[src/rtl/maindec_mc_if.sv]
// Control bus between the multi-cycle main decoder and the datapath.
// The decoder drives enables, mux selects and debug state; the datapath returns the opcode fields and memory readiness.
interface maindec_mc_if;
  logic [5:0] op;
  logic [5:0] funct;
  logic       mem_ready;
  logic       mem_req;
  logic       pcwrite;
  logic       memwrite;
  logic       irwrite;
  logic       regwrite;
  logic       alusrca;
  logic       branch;
  logic       branch_ne;
  logic       iord;
  logic       zeroext;
  logic [1:0] memtoreg;
  logic [1:0] regdst;
  logic [1:0] alusrcb;
  logic [1:0] pcsrc;
  logic [2:0] aluop;
  logic       exc;
  logic [4:0] state;

  modport master (
    input  op, funct, mem_ready,
    output mem_req, pcwrite, memwrite, irwrite, regwrite, alusrca, branch, branch_ne,
           iord, zeroext, memtoreg, regdst, alusrcb, pcsrc, aluop, exc, state
  );

  modport slave (
    output op, funct, mem_ready,
    input  mem_req, pcwrite, memwrite, irwrite, regwrite, alusrca, branch, branch_ne,
           iord, zeroext, memtoreg, regdst, alusrcb, pcsrc, aluop, exc, state
  );
endinterface

[src/rtl/maindec_mc.sv]
// Main control FSM for the multi-cycle MIPS core: Moore outputs registered from the next state,
// with write strobes gated by memory readiness and reset.
module maindec_mc #(
  parameter bit MEM_HANDSHAKE = 1'b1,
  parameter bit EXT_ISA       = 1'b1
) (
  input  logic          clk,
  input  logic          reset,
  maindec_mc_if.master  bus
);

  typedef enum logic [4:0] {
    FETCH   = 5'd0,
    DECODE  = 5'd1,
    MEMADR  = 5'd2,
    MEMRD   = 5'd3,
    MEMWB   = 5'd4,
    MEMWR   = 5'd5,
    RTYPEEX = 5'd6,
    RTYPEWB = 5'd7,
    BEQEX   = 5'd8,
    ADDIEX  = 5'd9,
    IMMWB   = 5'd10,
    JEX     = 5'd11,
    BNEEX   = 5'd12,
    IMMEX   = 5'd13,
    JALEX   = 5'd14,
    JREX    = 5'd15,
    EXC     = 5'd16
  } state_t;

  typedef struct packed {
    logic       mem_req;
    logic       pcwrite;
    logic       memwrite;
    logic       irwrite;
    logic       regwrite;
    logic       alusrca;
    logic       branch;
    logic       branch_ne;
    logic       iord;
    logic       zeroext;
    logic [1:0] memtoreg;
    logic [1:0] regdst;
    logic [1:0] alusrcb;
    logic [1:0] pcsrc;
    logic [2:0] aluop;
    logic       exc;
  } ctrl_t;

  localparam logic [5:0] OP_RTYPE = 6'b000000;
  localparam logic [5:0] OP_J     = 6'b000010;
  localparam logic [5:0] OP_JAL   = 6'b000011;
  localparam logic [5:0] OP_BEQ   = 6'b000100;
  localparam logic [5:0] OP_BNE   = 6'b000101;
  localparam logic [5:0] OP_ADDI  = 6'b001000;
  localparam logic [5:0] OP_SLTI  = 6'b001010;
  localparam logic [5:0] OP_ANDI  = 6'b001100;
  localparam logic [5:0] OP_ORI   = 6'b001101;
  localparam logic [5:0] OP_LW    = 6'b100011;
  localparam logic [5:0] OP_SW    = 6'b101011;
  localparam logic [5:0] FN_JR    = 6'b001000;

  function automatic state_t decode_op(input logic [5:0] op, input logic [5:0] funct);
    state_t ns;
    case (op)
      OP_LW, OP_SW:              ns = MEMADR;
      OP_RTYPE:                  ns = (EXT_ISA && funct == FN_JR) ? JREX : RTYPEEX;
      OP_BEQ:                    ns = BEQEX;
      OP_ADDI:                   ns = ADDIEX;
      OP_J:                      ns = JEX;
      OP_BNE:                    ns = EXT_ISA ? BNEEX : EXC;
      OP_ANDI, OP_ORI, OP_SLTI:  ns = EXT_ISA ? IMMEX : EXC;
      OP_JAL:                    ns = EXT_ISA ? JALEX : EXC;
      default:                   ns = EXC;
    endcase
    return ns;
  endfunction

  function automatic state_t next_state(input state_t s, input logic [5:0] op,
                                        input logic [5:0] funct, input logic rdy);
    state_t ns;
    case (s)
      FETCH:   ns = rdy ? DECODE : FETCH;
      DECODE:  ns = decode_op(op, funct);
      MEMADR:  ns = (op == OP_LW) ? MEMRD : MEMWR;
      MEMRD:   ns = rdy ? MEMWB : MEMRD;
      MEMWR:   ns = rdy ? FETCH : MEMWR;
      RTYPEEX: ns = RTYPEWB;
      ADDIEX:  ns = IMMWB;
      IMMEX:   ns = IMMWB;
      EXC:     ns = EXC;
      default: ns = FETCH;
    endcase
    return ns;
  endfunction

  function automatic ctrl_t ctrl_of(input state_t s, input logic [5:0] op);
    ctrl_t c;
    c = '0;
    case (s)
      FETCH: begin
        c.mem_req = 1'b1; c.alusrcb = 2'b01; c.irwrite = 1'b1; c.pcwrite = 1'b1;
      end
      DECODE:  c.alusrcb = 2'b11;
      MEMADR:  begin c.alusrca = 1'b1; c.alusrcb = 2'b10; end
      MEMRD:   begin c.mem_req = 1'b1; c.iord = 1'b1; end
      MEMWB:   begin c.regwrite = 1'b1; c.memtoreg = 2'b01; end
      MEMWR:   begin c.mem_req = 1'b1; c.iord = 1'b1; c.memwrite = 1'b1; end
      RTYPEEX: begin c.alusrca = 1'b1; c.aluop = 3'b010; end
      RTYPEWB: begin c.regwrite = 1'b1; c.regdst = 2'b01; end
      BEQEX: begin
        c.alusrca = 1'b1; c.branch = 1'b1; c.aluop = 3'b001; c.pcsrc = 2'b01;
      end
      BNEEX: begin
        c.alusrca = 1'b1; c.branch_ne = 1'b1; c.aluop = 3'b001; c.pcsrc = 2'b01;
      end
      ADDIEX:  begin c.alusrca = 1'b1; c.alusrcb = 2'b10; end
      IMMEX: begin
        c.alusrca = 1'b1; c.alusrcb = 2'b10;
        // Logical immediates zero-extend; SLTI keeps sign-extension.
        case (op)
          OP_ANDI: begin c.aluop = 3'b011; c.zeroext = 1'b1; end
          OP_ORI:  begin c.aluop = 3'b100; c.zeroext = 1'b1; end
          default: c.aluop = 3'b101;
        endcase
      end
      IMMWB:   c.regwrite = 1'b1;
      JEX:     begin c.pcwrite = 1'b1; c.pcsrc = 2'b10; end
      JALEX: begin
        c.pcwrite = 1'b1; c.pcsrc = 2'b10; c.regwrite = 1'b1;
        c.regdst = 2'b10; c.memtoreg = 2'b10;
      end
      JREX:    begin c.pcwrite = 1'b1; c.pcsrc = 2'b11; end
      EXC:     c.exc = 1'b1;
      default: c = '0;
    endcase
    return c;
  endfunction

  logic   rdy;
  state_t state_q;
  ctrl_t  ctrl_q;

  assign rdy = bus.mem_ready | ~MEM_HANDSHAKE;

  // State and control word are registered together so outputs come straight from flops.
  always_ff @(posedge clk) begin
    if (!reset) begin
      state_q <= FETCH;
      ctrl_q  <= ctrl_of(FETCH, bus.op);
    end else begin
      state_q <= next_state(state_q, bus.op, bus.funct, rdy);
      ctrl_q  <= ctrl_of(next_state(state_q, bus.op, bus.funct, rdy), bus.op);
    end
  end

  // Strobes drop the instant reset goes low; FETCH writes only land on the ready cycle.
  assign bus.pcwrite   = reset & ctrl_q.pcwrite & (rdy | (state_q != FETCH));
  assign bus.irwrite   = reset & ctrl_q.irwrite & rdy;
  assign bus.memwrite  = reset & ctrl_q.memwrite;
  assign bus.regwrite  = reset & ctrl_q.regwrite;
  assign bus.branch    = reset & ctrl_q.branch;
  assign bus.branch_ne = reset & ctrl_q.branch_ne;

  assign bus.mem_req   = ctrl_q.mem_req;
  assign bus.alusrca   = ctrl_q.alusrca;
  assign bus.iord      = ctrl_q.iord;
  assign bus.zeroext   = ctrl_q.zeroext;
  assign bus.memtoreg  = ctrl_q.memtoreg;
  assign bus.regdst    = ctrl_q.regdst;
  assign bus.alusrcb   = ctrl_q.alusrcb;
  assign bus.pcsrc     = ctrl_q.pcsrc;
  assign bus.aluop     = ctrl_q.aluop;
  assign bus.exc       = ctrl_q.exc;
  assign bus.state     = state_q;

endmodule

[src/flat_wrapper.sv]
// flat-port wrapper written by rule: the top's interface ports become plain ports
module maindec_mc_flat 
#(
  parameter bit MEM_HANDSHAKE = 1'b1,
  parameter bit EXT_ISA       = 1'b1
)
  (clk, reset, bus_op, bus_funct, bus_mem_ready, bus_mem_req, bus_pcwrite, bus_memwrite, bus_irwrite, bus_regwrite, bus_alusrca, bus_branch, bus_branch_ne, bus_iord, bus_zeroext, bus_memtoreg, bus_regdst, bus_alusrcb, bus_pcsrc, bus_aluop, bus_exc, bus_state);
  maindec_mc_if bus_i ();
  input  logic clk;
  input  logic reset;
  input wire logic [$bits(bus_i.op)-1:0] bus_op;
  input wire logic [$bits(bus_i.funct)-1:0] bus_funct;
  input wire logic [$bits(bus_i.mem_ready)-1:0] bus_mem_ready;
  output wire logic [$bits(bus_i.mem_req)-1:0] bus_mem_req;
  output wire logic [$bits(bus_i.pcwrite)-1:0] bus_pcwrite;
  output wire logic [$bits(bus_i.memwrite)-1:0] bus_memwrite;
  output wire logic [$bits(bus_i.irwrite)-1:0] bus_irwrite;
  output wire logic [$bits(bus_i.regwrite)-1:0] bus_regwrite;
  output wire logic [$bits(bus_i.alusrca)-1:0] bus_alusrca;
  output wire logic [$bits(bus_i.branch)-1:0] bus_branch;
  output wire logic [$bits(bus_i.branch_ne)-1:0] bus_branch_ne;
  output wire logic [$bits(bus_i.iord)-1:0] bus_iord;
  output wire logic [$bits(bus_i.zeroext)-1:0] bus_zeroext;
  output wire logic [$bits(bus_i.memtoreg)-1:0] bus_memtoreg;
  output wire logic [$bits(bus_i.regdst)-1:0] bus_regdst;
  output wire logic [$bits(bus_i.alusrcb)-1:0] bus_alusrcb;
  output wire logic [$bits(bus_i.pcsrc)-1:0] bus_pcsrc;
  output wire logic [$bits(bus_i.aluop)-1:0] bus_aluop;
  output wire logic [$bits(bus_i.exc)-1:0] bus_exc;
  output wire logic [$bits(bus_i.state)-1:0] bus_state;
  assign bus_i.op = bus_op;
  assign bus_i.funct = bus_funct;
  assign bus_i.mem_ready = bus_mem_ready;
  assign bus_mem_req = bus_i.mem_req;
  assign bus_pcwrite = bus_i.pcwrite;
  assign bus_memwrite = bus_i.memwrite;
  assign bus_irwrite = bus_i.irwrite;
  assign bus_regwrite = bus_i.regwrite;
  assign bus_alusrca = bus_i.alusrca;
  assign bus_branch = bus_i.branch;
  assign bus_branch_ne = bus_i.branch_ne;
  assign bus_iord = bus_i.iord;
  assign bus_zeroext = bus_i.zeroext;
  assign bus_memtoreg = bus_i.memtoreg;
  assign bus_regdst = bus_i.regdst;
  assign bus_alusrcb = bus_i.alusrcb;
  assign bus_pcsrc = bus_i.pcsrc;
  assign bus_aluop = bus_i.aluop;
  assign bus_exc = bus_i.exc;
  assign bus_state = bus_i.state;
  maindec_mc #(.MEM_HANDSHAKE(MEM_HANDSHAKE), .EXT_ISA(EXT_ISA)) u_core (.clk(clk), .reset(reset), .bus(bus_i));
endmodule
[config.mk]
export PLATFORM = sky130hd
export DESIGN_NAME = maindec_mc_flat
export DESIGN_NICKNAME = d
export VERILOG_FILES = /design/src/rtl/maindec_mc_if.sv /design/src/rtl/maindec_mc.sv /design/src/flat_wrapper.sv
export SDC_FILE = /design/constraint.sdc
export NUM_CORES = 1
export LEC_CHECK = 0
export CORE_MARGIN = 2
export CORE_UTILIZATION = 25
export CTS_CLUSTER_SIZE = 10
export DETAILED_ROUTE_END_ITERATION = 16
export PLACE_DENSITY = 0.49
export REMOVE_ABC_BUFFERS = 1
export SLEW_MARGIN = 20
export SYNTH_ARGS = -nofsm -noshare
export SYNTH_HDL_FRONTEND = slang
export SYNTH_SLANG_ARGS = --single-unit
[constraint.sdc]
create_clock -name clk -period 2.7 [get_ports clk]
set_input_delay 0.54 -clock clk [delete_from_list [all_inputs] [get_ports clk]]
set_output_delay 0.54 -clock clk [all_outputs]
set_load 0.03 [all_outputs]
## Word level (Yosys, flattened, before mapping)

Cells that the tools add are included.
W data, S select, Z words.

- Output and inout bits: 27
- Logic and storage cells: 103
- Bits of input ports: 15
- Register bits: 27

- Reductions and logical operators: 17
- Equal/unequal tests: 35
- Bitwise operators: 9
- Muxes and demuxes: 25

Operator list:

| cell | number |
|---|---|
| $pmux W5 S8 | 2 |
| $eq A5 B4 Y1 const B | 10 |
| $eq A5 B3 Y1 const B | 6 |
| $eq A6 B4 Y1 const B | 5 |
| $eq A5 B2 Y1 const B | 4 |
| $eq A6 B2 Y1 const B | 2 |
| $eq A6 B3 Y1 const B | 2 |
| $eq A6 B6 Y1 const B | 2 |
| $mux W1 | 12 |
| $pmux W2 S3 | 2 |
| $reduce_or A2 Y1 | 6 |
| $eq A5 B1 Y1 const B | 2 |
| $eq A5 B5 Y1 const B | 2 |
| $logic_not A5 Y1 | 2 |
| $mux W3 | 3 |
| $pmux W3 S3 | 1 |
| $reduce_or A3 Y1 | 3 |
| $and A1 B1 Y1 | 8 |
| $pmux W2 S2 | 2 |
| $reduce_or A4 Y1 | 2 |
| $logic_not A6 Y1 | 1 |
| $pmux W3 S2 | 1 |
| $reduce_or A6 Y1 | 1 |
| $mux W5 | 1 |
| 4 further kinds | 4 |

## Logic depth before layout (Yosys ltp)

Gate-level depths: netlist of the first run.

- Word-level depth: 8
- Gate-level depth with buffers: 9
- Gate-level depth less buffers: 7

## Worst setup path after synthesis of the first run

No wires, ideal clock.

- Kind: input -> register
- Start point: input port bus_op[2]
- End point: register u_core.ctrl_q[17] in the netlist's numbering
- Path slack: 0.610 ns
- Path buffers: 1
- Data arrival time: 1.968 ns
- Library setup time: 0.122 ns
- Required time: 2.578 ns
- Stages on the path: 8
- Cells stage by stage: buf_6 or2_4 o41ai_2 a211oi_1 a41oi_4 nor2_1 and3_1 nand3b_1

- Word-level cells in the longest chain between the ends: 8
- Elaborated cells between the ends (all ways): 23
- Classes of those cells: 14 x eq/ne; 5 x mux; 4 x reduce/logical

RTL lines:

| what | RTL line | text |
|---|---|---|
| start: declaration | flat_wrapper.sv:11 | `input wire logic [$bits(bus_i.op)-1:0] bus_op;` |
| $eq A6 B4 Y1 (tied with other cells) | maindec_mc.sv:66 | `case (op)` |
| $reduce_or A3 Y1 or $reduce_or A2 Y1 (tied branches) | maindec_mc.sv:66 |  |
| $pmux W5 S8 | maindec_mc.sv:66 |  |
| $pmux W5 S8 * | maindec_mc.sv:83 | `case (s)` |
| $mux W5 * | maindec_mc.sv:149 | `if (!reset) begin` |
| $eq A5 B3 Y1 or $eq A5 B4 Y1 (tied branches) | maindec_mc.sv:101 | `case (s)` |
| $reduce_or A4 Y1 (no source line) * | n/a |  |
| $mux W1 * | maindec_mc.sv:101 |  |
| end signal: assignment | maindec_mc.sv:151 | `ctrl_q <= ctrl_of(FETCH, bus.op);` |
| end signal: assignment | maindec_mc.sv:154 | `ctrl_q <= ctrl_of(next_state(state_q, bus.op, bus.funct, rdy), bus.op);` |
| end: declaration | maindec_mc.sv:143 | `ctrl_t ctrl_q;` |

Every way passes the cells marked *; elsewhere a longest branch is shown, timed or not. The select of a mux whose other input is x is not followed.
A chain may end at the register's enable or synchronous reset.

## Worst setup path in the final report of the first run

- Start point: input port bus_op[0]
- End point: register u_core.ctrl_q, in the netlist u_core.bus.aluop[2]

- Word-level cells in the longest chain between the ends: 8
- Elaborated cells between the ends (all ways): 24
- Classes of those cells: 14 x eq/ne; 6 x mux; 4 x reduce/logical

RTL lines:

| what | RTL line |
|---|---|
| $eq A6 B4 Y1 (tied with other cells) | maindec_mc.sv:66 |
| $reduce_or A3 Y1 or $reduce_or A2 Y1 (tied branches) | maindec_mc.sv:66 |
| $pmux W5 S8 | maindec_mc.sv:66 |
| $pmux W5 S8 | maindec_mc.sv:83 |
| $mux W5 | maindec_mc.sv:149 |
| $eq A5 B4 Y1 | maindec_mc.sv:101 |
| $reduce_or A2 Y1 (no source line) | n/a |
| $pmux W3 S3 * | maindec_mc.sv:101 |

Marked as above.

==> metrics.csv, run 1 <==
metric,value,unit
outcome,"finished, final reports clean",
Area Growth Syn to Fin,39.9,%
HPWL Detailed,2.83,mm
setup TNS,0,ns
DIE AREA,6560,sq um
compound-cell area share of the yosys netlist,0.190,
die width,81.0,um
# nets final,242,
Seq cells post-synth,26,
most frequent cells after synthesis,"dfxtp_1 (26), nor2_1 (19), nand2_1 (14)",
worst-case vdd ir drop,0.174,mV
DP Worst Slack,0.00885,ns
total power,0.839,mW
crit path launch type,input port,
hold buffer count at cts,0,
layout cell share with drive strength beyond 1,0.217,
top post-synthesis cells by area,"dfxtp_1 (35%), buf_4 (6.1%), nor2_1 (4.8%)",
antenna cell count,0,
Post-Synth Simple-Gate Area,0.331,
CTS tree,yes,
all-layer global routing usage,0.118,
I/O Buffers,41,
sequential area share after synthesis,0.351,
fin crit share,0.889,
clk buf depth,2,
"Top FF cell, synth",dfxtp_1,
slew at the pin closest to its max-slew limit,0.413,ns
drt total wl,3.72,mm
Crit Path Class,input port to flop,
Rows,28,
adder-cell share of the synthesized area,0,
Peak Freq,417,MHz
initial cell density of the core,0.255,
Synth Instances,177,
CP endpoint kind,flop,
Synth Area per Inst,8.37,sq um
most used standard cell by instance count after synthesis,dfxtp_1,
Clock Pin Slew Worst Setup and Hold Paths,0.09,ns
Synth top area share,0.351,
Max Cap Viol,0,
WP data arrival,2.61,ns
mux cell area share after synthesis,0.00676,
Ys Warns,0,
vias per cell,4.50,
CP required,2.91,ns
cell taking the most area after synthesis,dfxtp_1,
Leakage,0.829,nW
largest net degree at the start of global routing,15,
Clock Sinks,26,
postcts setup bufs,0,
via count,1356,
final setup skew,0.00227,ns
final setup fails,0,
initial DRC count,45,
Skew-Pair Late Insertion Delay,0.27,ns
async set-or-reset flop fraction in the synthesized netlist,0,
Final Instance Area,2070,sq um
main combinational cell family by area after synthesis,simple AND/OR/NAND/NOR gates,
Post-DRT Antenna Nets,0,
Overflow after GRT,0,
count of cell types in the netlist,49,
RSZ-0062 raised after global routing,no,
initial antenna violation count,0,
H-tree levels,1,
vias in the first global route,1315,
count of final hold-check violations,0,
Hold Worst Slack,0.811,ns
fillers,645,
DRC viols,0,
Synth Area in XOR/XNOR,0.00591,
P per Cell Area,405,nW/um^2
Max Transition Viols Final,0,
minimum clock period,2.40,ns
CP Max Fanout,10,
Final GP Congestion,0.765,
number of synthesized flops with an enable pin,0,
cell area after synthesis,1480,sq um
core area,5820,sq um
setup ws final,0.299,ns
Post-DP Area,2020,sq um
TritonRoute pass-1 iters,4,
Die Ht,81.0,um
Wirelength per Cell,12.4,um
boundary pin count,42,
CTS Buf Count,3,
headroom to the max-slew limit,0.724,
Clock Root Buffer,clkbuf_8,
post-CTS sizing,0,
Worst Hold Class,flop to flop,
first-pass GRT wire length,6.05,mm
[metrics by stage]
stage | utilization | std cells
final | 0.356 | 301
after global placement | 0.347 | 297
after detailed placement | 0.347 | 297
after CTS | 0.356 | 301
after floorplan | - | 154
after global routing | 0.356 | 301
[flip-flops by register name (all words and copies together) (netlist names), 2 cells and up]
signal and cells:
u_core.bus.aluop 3, u_core.bus.memtoreg 2, u_core.bus.alusrcb 2, u_core.bus.pcsrc 2, u_core.ctrl_q 6, u_core.bus.state 5
[cell usage in the layout (no fill, tap or decap), types with 4 or more instances in the layout]
cell type	n
clkdlybuf4s50_1	35
buf_4	33
dfxtp_1	26
nor2_1	19
nand2_1	14
and2_1	7
nor2b_1	7
o21ai_0	7
nand2b_1	6
nand3_1	6
nor3_1	5
inv_1	4
nand3b_1	4
clkbuf_8	4
[routing by layer]
metal  GRT usage  routed length, um  share of wire
met1       0.151               1740           0.47
met2       0.207               1790           0.48
met3      0.0222                179          0.048
met4      0.0254                 17         0.0046
met5           0                  0              0
[area by class of cell]
cell class	count	area, sq um	area share
clock buffers	4	55.1	0.0266
inverters	4	15.0	0.00724
multi-input cells	124	791	0.381
flip-flops and latches	26	520	0.251
well taps	75	93.8	0.0453
repair buffers	68	598	0.288
[worst max-delay path: stages]
cell and delay, ns:
clkdlybuf4s50_1 0.50, buf_4 0.18, xor2_1 0.15, mux2i_1 0.09, o21ai_0 0.29, a41oi_4 0.21
buf_4 0.18, nor2b_1 0.25, nand2_1 0.11, nor2_1 0.09
[kinds of logic (layout without fill, tap and decap cells)]
family                 count (synthesis)  in the layout
AO/OA/AOI/OAI                         34             34
XOR/XNOR                               1              1
buffers and inverters                 27             76
flip-flops                            26             26
multiplexers                           1              1
AND/OR/NAND/NOR                       88             88
[path summary, 6_finish.rpt]
path | from | end | slack, ns | cells after the start
setup / recovery | bus_op[0] | u_core.bus.aluop[2] | 0.30 | 10
hold / removal | u_core.bus.state[1] | u_core.bus.iord | 0.81 | 3
setup reg to reg | u_core.bus.state[0] | u_core.bus.alusrcb[1] | 0.60 | 8
hold reg to reg | u_core.bus.state[1] | u_core.bus.iord | 0.81 | 3
[power breakdown]
part / leakage [nW] / total (mW) / internal, mW / switching [mW]
registers: 0.211 / 0.404 / 0.395 / 0.00898
clock network: 0.0288 / 0.248 / 0.130 / 0.118
logic: 0.589 / 0.187 / 0.0875 / 0.0992
total: 0.829 / 0.839 / 0.613 / 0.226
Power figures use the tool's default switching activity.
==> run 2: changes to the inputs <==
--- a/config.mk
+++ b/config.mk
@@ -9,7 +9,7 @@
 export CORE_UTILIZATION = 25
 export CTS_CLUSTER_SIZE = 10
 export DETAILED_ROUTE_END_ITERATION = 16
-export PLACE_DENSITY = 0.49
+export PLACE_DENSITY = 0.47
 export REMOVE_ABC_BUFFERS = 1
 export SLEW_MARGIN = 20
 export SYNTH_ARGS = -nofsm -noshare
==> run 2 against run 1 <==
  * Sequential power hardly changed
  * Clock skew is essentially flat
  * Combinational power is 6% higher
  * Register-to-register slack better by 0.04 ns
  * Non-clock buffer count grew 2
  * Setup slack lost 0.026 ns
  * Worst hold slack better by 0.0029 ns
==> metrics.csv, run 2 (synthesis results as in run 1) <==
metric,value,unit,change
outcome,"finished, final reports clean",,unchanged
via count,1379,,was 1356
initial DRC count,60,,was 45
initial cell density of the core,0.255,,unchanged
# nets final,244,,was 242
Skew-Pair Late Insertion Delay,0.27,ns,about the same
"commonest cells after routing, fill and taps aside","clkdlybuf4s50_1 (35), buf_4 (35), dfxtp_1 (26), nor2_1 (19), nand2_1 (14)",,"was clkdlybuf4s50_1 (35), buf_4 (33), dfxtp_1 (26), nor2_1 (19), nand2_1 (14)"
headroom to the max-slew limit,0.669,,was 0.724
DIE AREA,6560,sq um,unchanged
vias in the first global route,1343,,was 1315
hold buffer count at cts,0,,unchanged
HPWL Detailed,3.00,mm,was 2.83 mm
core area,5820,sq um,unchanged
die width,81.0,um,unchanged
Max Cap Viol,0,,unchanged
final setup fails,0,,unchanged
Wirelength per Cell,12.8,um,was 12.4 um
vias per cell,4.57,,was 4.50
P per Cell Area,393,nW/um^2,was 405 nW/um^2
layout cell share with drive strength beyond 1,0.220,,was 0.217
CTS Buf Count,3,,unchanged
boundary pin count,42,,unchanged
post-CTS sizing,0,,unchanged
Reg area,520,sq um,unchanged
Leakage,0.831,nW,was 0.829 nW
all-layer global routing usage,0.126,,was 0.118
Worst Hold Class,flop to flop,,unchanged
H-tree levels,1,,unchanged
Multi-input gate area,791,sq um,unchanged
final setup skew,0.00200,ns,was 0.00227 ns
minimum clock period,2.43,ns,was 2.40 ns
Hold Worst Slack,0.814,ns,was 0.811 ns
Crit Path Class,input port to flop,,unchanged
fillers,648,,was 645
antenna cell count,0,,unchanged
clk buf depth,2,,unchanged
CP required,2.90,ns,was 2.91 ns
TritonRoute pass-1 iters,4,,unchanged
Peak Freq,412,MHz,was 417 MHz
Largest Register,u_core.ctrl_q,,unchanged
worst-case vdd ir drop,0.204,mV,was 0.174 mV
fin crit share,0.899,,was 0.889
CP Max Fanout,5,,was 10
drt total wl,3.87,mm,was 3.72 mm
Rows,28,,unchanged
CP endpoint kind,flop,,unchanged
postcts setup bufs,0,,unchanged
largest net degree at the start of global routing,14,,was 15
Clock Root Buffer,clkbuf_8,,unchanged
RSZ-0062 raised after global routing,no,,unchanged
WP data arrival,2.62,ns,was 2.61 ns
Overflow after GRT,0,,unchanged
CTS tree,yes,,unchanged
Area Growth Syn to Fin,40.0,%,was 39.9%
initial antenna violation count,0,,unchanged
crit path launch type,input port,,unchanged
Max Transition Viols Final,0,,unchanged
Die Ht,81.0,um,unchanged
number of flip-flops under the largest register name,6,,unchanged
slew at the pin closest to its max-slew limit,0.491,ns,was 0.413 ns
count of final hold-check violations,0,,unchanged
Post-DRT Antenna Nets,0,,unchanged
I/O Buffers,41,,unchanged
Clock Sinks,26,,unchanged
Final GP Congestion,0.787,,was 0.765
first-pass GRT wire length,6.39,mm,was 6.05 mm
Clock Pin Slew Worst Setup and Hold Paths,0.08,ns,was 0.09 ns
DRC viols,0,,unchanged
total power,0.816,mW,was 0.839 mW
-- run 2: metrics by stage --
stage	worst slack, ns	area, sq um	setup TNS, ns	std cells	utilization
2_1_floorplan	0.384	1330	0	154	-
3_3_place_gp	-0.0466	2030	-0.0991	299	0.350
3_5_place_dp	-0.0142	2030	-0.0194	299	0.350
4_1_cts	0.263	2070	0	302	0.357
5_1_grt	0.128	2070	0	302	0.357
6_report	0.274	2070	0	302	0.357
-- run 2: layout make-up --
| class | count | area share |
|---|---|---|
| inverter | 4 | 0.00724 |
| sequential | 26 | 0.251 |
| clock buffer | 3 | 0.0199 |
| multi-input combinational | 124 | 0.381 |
| tap | 75 | 0.0452 |
| timing repair buffer | 70 | 0.296 |
-- run 2: critical path, cell delays in order --
cell and delay (ns):
clkdlybuf4s50_1 0.47, or2_4 0.30, o41ai_2 0.31, a211oi_1 0.12, buf_4 0.15, a41oi_4 0.23, and2_4 0.22, nand3b_1 0.14
o211ai_1 0.14
-- run 2: power by group --
group          total [mW]  internal, mW  leakage, nW  switching [mW]
combinational       0.199        0.0935        0.598           0.105
sequential          0.402         0.395        0.211         0.00628
clock               0.216         0.100       0.0216           0.116
total               0.816         0.589        0.831           0.227
-- run 2: layer usage --
layer  wire length (um)  GRT usage  vias to the layer above
met4                 34     0.0237                        0
li1                   -          -                      705
met3                186     0.0311                        6
met2               1770      0.209                       30
met1               1880      0.166                      638
met5                  0          0                        -
-- run 2: path summary, 6_finish.rpt --
check | startpoint | to | slack [ns] | depth (start not counted)
worst max-delay path | bus_op[2] | u_core.ctrl_q[20] | 0.27 | 9
worst max register to register | u_core.bus.state[1] | u_core.bus.aluop[1] | 0.64 | 8
worst min-delay path | u_core.bus.state[1] | u_core.bus.iord | 0.81 | 3
worst min register to register | u_core.bus.state[1] | u_core.bus.iord | 0.81 | 3
